**config.mk**
```make
export PLATFORM = sky130hd
export DESIGN_NAME = serial_signed_subtractor_4bit_flat
export DESIGN_NICKNAME = d
export VERILOG_FILES = /design/src/rtl/serial_signed_subtractor_4bit_pkg.sv /design/src/rtl/serial_signed_subtractor_4bit_if.sv /design/src/rtl/serial_signed_subtractor_4bit_full_adder.sv /design/src/rtl/serial_signed_subtractor_4bit.sv /design/src/flat_wrapper.sv
export SDC_FILE = /design/constraint.sdc
export NUM_CORES = 1
export LEC_CHECK = 0
export ABC_AREA = 0
export CORE_UTILIZATION = 30
export CTS_BUF_LIST = sky130_fd_sc_hd__clkbuf_8
export DETAILED_ROUTE_END_ITERATION = 10
export PLACE_DENSITY = 0.63
export SETUP_SLACK_MARGIN = 0.4
export SYNTH_ARGS = -nofsm -noshare
export SYNTH_HDL_FRONTEND = slang
export SYNTH_SLANG_ARGS = --single-unit
```
**constraint.sdc**
```tcl
create_clock -name clk -period 2.95 [get_ports clk]
set_input_delay 0.7375 -clock clk [delete_from_list [all_inputs] [get_ports clk]]
set_output_delay 0.7375 -clock clk [all_outputs]
set_load 0.01 [all_outputs]
```
**src/rtl/serial_signed_subtractor_4bit_pkg.sv**
```systemverilog
// Shared arithmetic package for the serial signed subtractor.
// Contents:
//   DEFAULT_WIDTH - default operand/result width in bits
//   state_t       - state encoding of the control FSM (IDLE, RUN, DONE)
package serial_signed_subtractor_4bit_pkg;

  localparam int DEFAULT_WIDTH = 4;

  typedef enum logic [1:0] {
    ST_IDLE = 2'd0,
    ST_RUN  = 2'd1,
    ST_DONE = 2'd2
  } state_t;

endpackage

```
**src/rtl/serial_signed_subtractor_4bit_if.sv**
```systemverilog
// Handshake and data bundle of the serial signed subtractor.
// Signals:
//   start    - request, from the master
//   A, B     - signed minuend / subtrahend, from the master
//   DIFF     - result A - B modulo 2^WIDTH, to the master
//   overflow - signed overflow of the last result, to the master
//   busy     - bits are being processed, to the master
//   done     - one-cycle pulse when DIFF/overflow update, to the master
interface serial_signed_subtractor_4bit_if #(
  parameter int WIDTH = serial_signed_subtractor_4bit_pkg::DEFAULT_WIDTH
);
  logic             start;
  logic [WIDTH-1:0] A;
  logic [WIDTH-1:0] B;
  logic [WIDTH-1:0] DIFF;
  logic             overflow;
  logic             busy;
  logic             done;

  modport master (output start, A, B, input DIFF, overflow, busy, done);
  modport slave  (input start, A, B, output DIFF, overflow, busy, done);
endinterface

```
**src/rtl/serial_signed_subtractor_4bit_full_adder.sv**
```systemverilog
// One-bit full-adder cell shared by the arithmetic datapath.
// Ports:
//   a, b, cin - addend bits and carry in
//   s, cout   - sum bit and carry out
module full_adder (
  input  logic a,
  input  logic b,
  input  logic cin,
  output logic s,
  output logic cout
);
  assign s    = a ^ b ^ cin;
  assign cout = (a & b) | (cin & (a ^ b));
endmodule

```
**src/rtl/serial_signed_subtractor_4bit.sv**
```systemverilog
// Bit-serial two's-complement subtractor: DIFF = A - B, one bit per clock,
// LSB first, computed as A + ~B + 1 through a single full-adder cell whose
// carry is closed through a flop.
// Ports:
//   clk - clock, rising edge
//   rst - synchronous active-high reset
//   bus - slave side of the start/busy/done handshake with A, B, DIFF, overflow
module serial_signed_subtractor_4bit #(
  parameter int WIDTH = serial_signed_subtractor_4bit_pkg::DEFAULT_WIDTH
) (
  input  logic                            clk,
  input  logic                            rst,
  serial_signed_subtractor_4bit_if.slave  bus
);
  import serial_signed_subtractor_4bit_pkg::*;

  localparam int              CW   = $clog2(WIDTH);
  localparam logic [CW-1:0]   LAST = CW'(WIDTH - 1);

  state_t           state_reg;
  logic [WIDTH-1:0] a_reg;
  logic [WIDTH-1:0] b_reg;
  logic [WIDTH-1:0] res_reg;
  logic [WIDTH-1:0] diff_reg;
  logic [CW-1:0]    cnt_reg;
  logic             carry_reg;
  logic             ovf_reg;
  logic             busy_reg;
  logic             done_reg;

  logic             b_inv;
  logic             sum_bit;
  logic             carry_out;
  logic [WIDTH-1:0] res_next;

  assign b_inv = ~b_reg[0];

  full_adder u_fa (
    .a    (a_reg[0]),
    .b    (b_inv),
    .cin  (carry_reg),
    .s    (sum_bit),
    .cout (carry_out)
  );

  // Sum bits enter from the MSB side so that after WIDTH shifts bit 0 of the
  // result has reached the LSB position.
  assign res_next = {sum_bit, res_reg[WIDTH-1:1]};

  always_ff @(posedge clk) begin
    if (rst) begin
      state_reg <= ST_IDLE;
      a_reg     <= '0;
      b_reg     <= '0;
      res_reg   <= '0;
      diff_reg  <= '0;
      cnt_reg   <= '0;
      carry_reg <= 1'b0;
      ovf_reg   <= 1'b0;
      busy_reg  <= 1'b0;
      done_reg  <= 1'b0;
    end else begin
      done_reg <= 1'b0;
      case (state_reg)
        ST_IDLE, ST_DONE: begin
          if (bus.start) begin
            a_reg     <= bus.A;
            b_reg     <= bus.B;
            carry_reg <= 1'b1;  // the +1 of A + ~B + 1
            cnt_reg   <= '0;
            busy_reg  <= 1'b1;
            state_reg <= ST_RUN;
          end else begin
            state_reg <= ST_IDLE;
          end
        end
        ST_RUN: begin
          a_reg     <= a_reg >> 1;
          b_reg     <= b_reg >> 1;
          res_reg   <= res_next;
          carry_reg <= carry_out;
          cnt_reg   <= cnt_reg + CW'(1);
          if (cnt_reg == LAST) begin
            diff_reg  <= res_next;
            // carry_reg here is the carry into the MSB
            ovf_reg   <= carry_reg ^ carry_out;
            done_reg  <= 1'b1;
            busy_reg  <= 1'b0;
            state_reg <= ST_DONE;
          end
        end
        default: state_reg <= ST_IDLE;
      endcase
    end
  end

  assign bus.DIFF     = diff_reg;
  assign bus.overflow = ovf_reg;
  assign bus.busy     = busy_reg;
  assign bus.done     = done_reg;

endmodule

```
**src/flat_wrapper.sv**
```systemverilog
// flat-port wrapper written by rule: the top's interface ports become plain ports
module serial_signed_subtractor_4bit_flat import serial_signed_subtractor_4bit_pkg::*;
#(
  parameter int WIDTH = serial_signed_subtractor_4bit_pkg::DEFAULT_WIDTH
)
  (clk, rst, bus_start, bus_A, bus_B, bus_DIFF, bus_overflow, bus_busy, bus_done);
  serial_signed_subtractor_4bit_if #(.WIDTH(WIDTH)) bus_i ();
  input  logic clk;
  input  logic rst;
  input wire logic [$bits(bus_i.start)-1:0] bus_start;
  input wire logic [$bits(bus_i.A)-1:0] bus_A;
  input wire logic [$bits(bus_i.B)-1:0] bus_B;
  output wire logic [$bits(bus_i.DIFF)-1:0] bus_DIFF;
  output wire logic [$bits(bus_i.overflow)-1:0] bus_overflow;
  output wire logic [$bits(bus_i.busy)-1:0] bus_busy;
  output wire logic [$bits(bus_i.done)-1:0] bus_done;
  assign bus_i.start = bus_start;
  assign bus_i.A = bus_A;
  assign bus_i.B = bus_B;
  assign bus_DIFF = bus_i.DIFF;
  assign bus_overflow = bus_i.overflow;
  assign bus_busy = bus_i.busy;
  assign bus_done = bus_i.done;
  serial_signed_subtractor_4bit #(.WIDTH(WIDTH)) u_core (.clk(clk), .rst(rst), .bus(bus_i));
endmodule
```
==> impl_metrics.csv <==
group,metric,value,unit
setup_path,cp_slowest_cell,"nor2b_1",
clock_tree,cts_buffers,3,
yosys,synth-xor-area-share,0.951,%
die,rows,19,
yosys,synthCells,107,
detailed_routing,ant_nets,0,
setup_path,critPathKind,"input port to flip-flop",
yosys,syn_avg_cell_area,8.61,sq um
clock_tree,post_cts_buffers,0,
yosys,synthMuxAreaShare,0,%
power_and_ir_drop,leakage,0.000401,uW
sta,finalHoldViolations,0,
yosys,yosys.area_share.simple,23.1,%
yosys,synth-adder-area-share,3.53,%
setup_path,cp_max_fo,10,
setup_path,critPathTopFamily,"simple AND/OR/NAND/NOR gates",
sta,slew_violations,0,
setup_path,worst-path-buf-inv,1,
power_and_ir_drop,power.share.clock,31.6,%
sta,fmax,498,MHz
setup_path,max_stage_delay,560,ps
power_and_ir_drop,switchingPower,152,uW
detailed_routing,first_pass_iters,4,
sta,setup_viol,0,
outcome,run_status,"complete, no violations",
global_routing,antenna_found_initial,0,
yosys,yosys.area.top_type_share,50.0,%
clock_tree,htreeDepth,1,
yosys,synth_area,921,sq um
power_and_ir_drop,seq_power_share,55.5,%
sta,whs,458,ps
sta,slew_headroom,43.8,%
die,initial_core_util,32.6,%
sta,skew,4.80,ps
power_and_ir_drop,power,610,uW
yosys,yosys.area.top_type,"dfxtp_1",
setup_path,startpoint_type,"input port",
yosys,synth_top_family_by_area,"simple AND/OR/NAND/NOR gates",
die,core-area,2830,sq um
yosys,synthesis.nets,120,
power_and_ir_drop,p_int,458,uW
die,ioPinCount,18,
global_routing,groute.usage.overall,10.8,%
final_layout,layout-drive-gt1-share,2.50,%
clock_tree,cts_buffer_depth,2,
clock_tree,cts_root_buffer,"clkbuf_8",
detailed_routing,routedWlPerCell,11.1,microns
detailed_routing,drc,0,
yosys,synth_seq_cells,23,
detailed_routing,routed_wl,1680,microns
die,dieHeight,57.4,microns
power_and_ir_drop,power_frac_comb,12.8,%
sta,tightest_slew,841,ps
power_and_ir_drop,sw_frac_of_total,25.0,%
sta,period_needed,2010,ps
place,port_buffers,17,
yosys,yosysWarnings,0,
clock_tree,ctsHoldBuffers,0,
setup_path,end_kind,"flip-flop",
global_routing,grt-ovfl-total,0,
clock_tree,clk_pin_slew_worst_paths,80,ps
global_routing,grt_pass1_wl,2670,microns
place,place.gp.congestion,0.662,
sta,rsz0062_at_grt,"false",
clock_tree,clock-sinks,23,
setup_path,cp_data_arrival_time,2180,ps
final_layout,syn_to_final_growth,21.6,%
final_layout,nets,134,
detailed_routing,avgViaCountPerCell,4.95,
power_and_ir_drop,ir_drop,0.283,mV
setup_path,crit_required,3120,ps
sta,tns,0,ps
yosys,synthTopCellsByArea,"dfxtp_1, nand2_1, a311oi_1",
die,dieArea,3300,sq um
min_path,hp-class,"flip-flop to flip-flop",
final_layout,diodes,0,
job,drv_cap,0,
detailed_routing,drt_iter0_drc,17,
yosys,seq_area_frac_synth,50.0,%
sta,fin_crit_sh,68.0,%
yosys,synth.distinct_cells,21,
clock_tree,cts-resized-gates,0,
yosys,synth_compound_area_share,15.6,%
setup_path,crit_chain,"clkdlybuf4s50_1, nor2b_1, nand2_1, a311oi_1",
clock_tree,tritoncts,"built",
final_layout,final_cell_mix,"nand2_1, dfxtp_1, clkdlybuf4s50_1",
die,die_w,57.4,microns
global_routing,grt_max_degree,24,
place,dp_hpwl,1130,microns
clock_tree,clk-insertion-delay-late,270,ps
final_layout,final_core_util,39.6,%
power_and_ir_drop,p_per_area,545,nW/um^2
global_routing,grt_pass1_vias,619,
detailed_routing,dr_total_vias,747,
-- power by group through the flow --
stage,Sequential [uW],Combinational [uW],Clock (uW)
2_1_floorplan,344,60.7,0
3_3_place_gp,345,76.8,0
3_5_place_dp,346,79.3,0
4_1_cts,339,79.6,201
5_1_grt,341,88.0,210
6_report,339,78.3,193
-- kinds of logic (layout without fill, tap and decap cells) --
family	count (synthesis)	count (layout)
and+or+nand+nor	49	49
DFF	23	23
AOI/OAI and AO/OA	22	22
buffers and inverters	10	23
adders and majority gates	2	2
xor gates and xnor gates	1	1
-- cell usage after synthesis --
cell,n
buf_4,2
buf_2,2
o21a_1,1
and2b_1,1
nor3_1,1
a311oi_1,7
inv_1,2
nor2_1,11
buf_6,2
nand3_1,8
nand2b_1,3
a21oi_1,12
nand3b_1,1
ha_1,1
xnor2_1,1
a211oi_1,2
nand2_1,23
nor2b_1,1
fa_1,1
clkbuf_1,2
dfxtp_1,23
-- worst min-delay path, cell delays in order, from the launching register on --
cell	delay, ps
dfxtp_1	310
nand2_1	50
a21oi_1	50
-- metrics by stage --
step	instances	cell area (sq um)	setup slack, ps
2_1_floorplan	107	921	1570
3_3_place_gp	147	1070	709
3_5_place_dp	147	1070	603
4_1_cts	151	1120	887
5_1_grt	151	1120	819
6_report	151	1120	943
-- cell type report --
cell class | instances | area [sq um]
inverters | 2 | 7.51
clock inverters | 1 | 3.75
repair buffers | 17 | 170
multi-input cells | 74 | 398
clock buffers | 3 | 41.3
flip-flops and latches | 23 | 460
well taps | 31 | 38.8
fillers | 296 | 1710
-- metal layers --
metal	track usage [%]	part of all wire [%]	vias up
met2	17.6	45	18
met1	12.3	49	337
met4	4.18	1.1	0
met3	4.99	5.6	2
li1	-	-	390
met5	0	0	-
-- final timing paths --
path	start	endpoint	slack, ps	cells after the start
hold reg to reg	u_core.bus.DIFF[0]	u_core.bus.DIFF[0]	460	2
setup reg to reg	u_core.state_reg[0]	u_core.b_reg[1]	1550	3
hold / removal	u_core.bus.DIFF[0]	u_core.bus.DIFF[0]	460	2
setup / recovery	bus_start	u_core.b_reg[1]	940	4
Power figures use the tool's default switching activity.
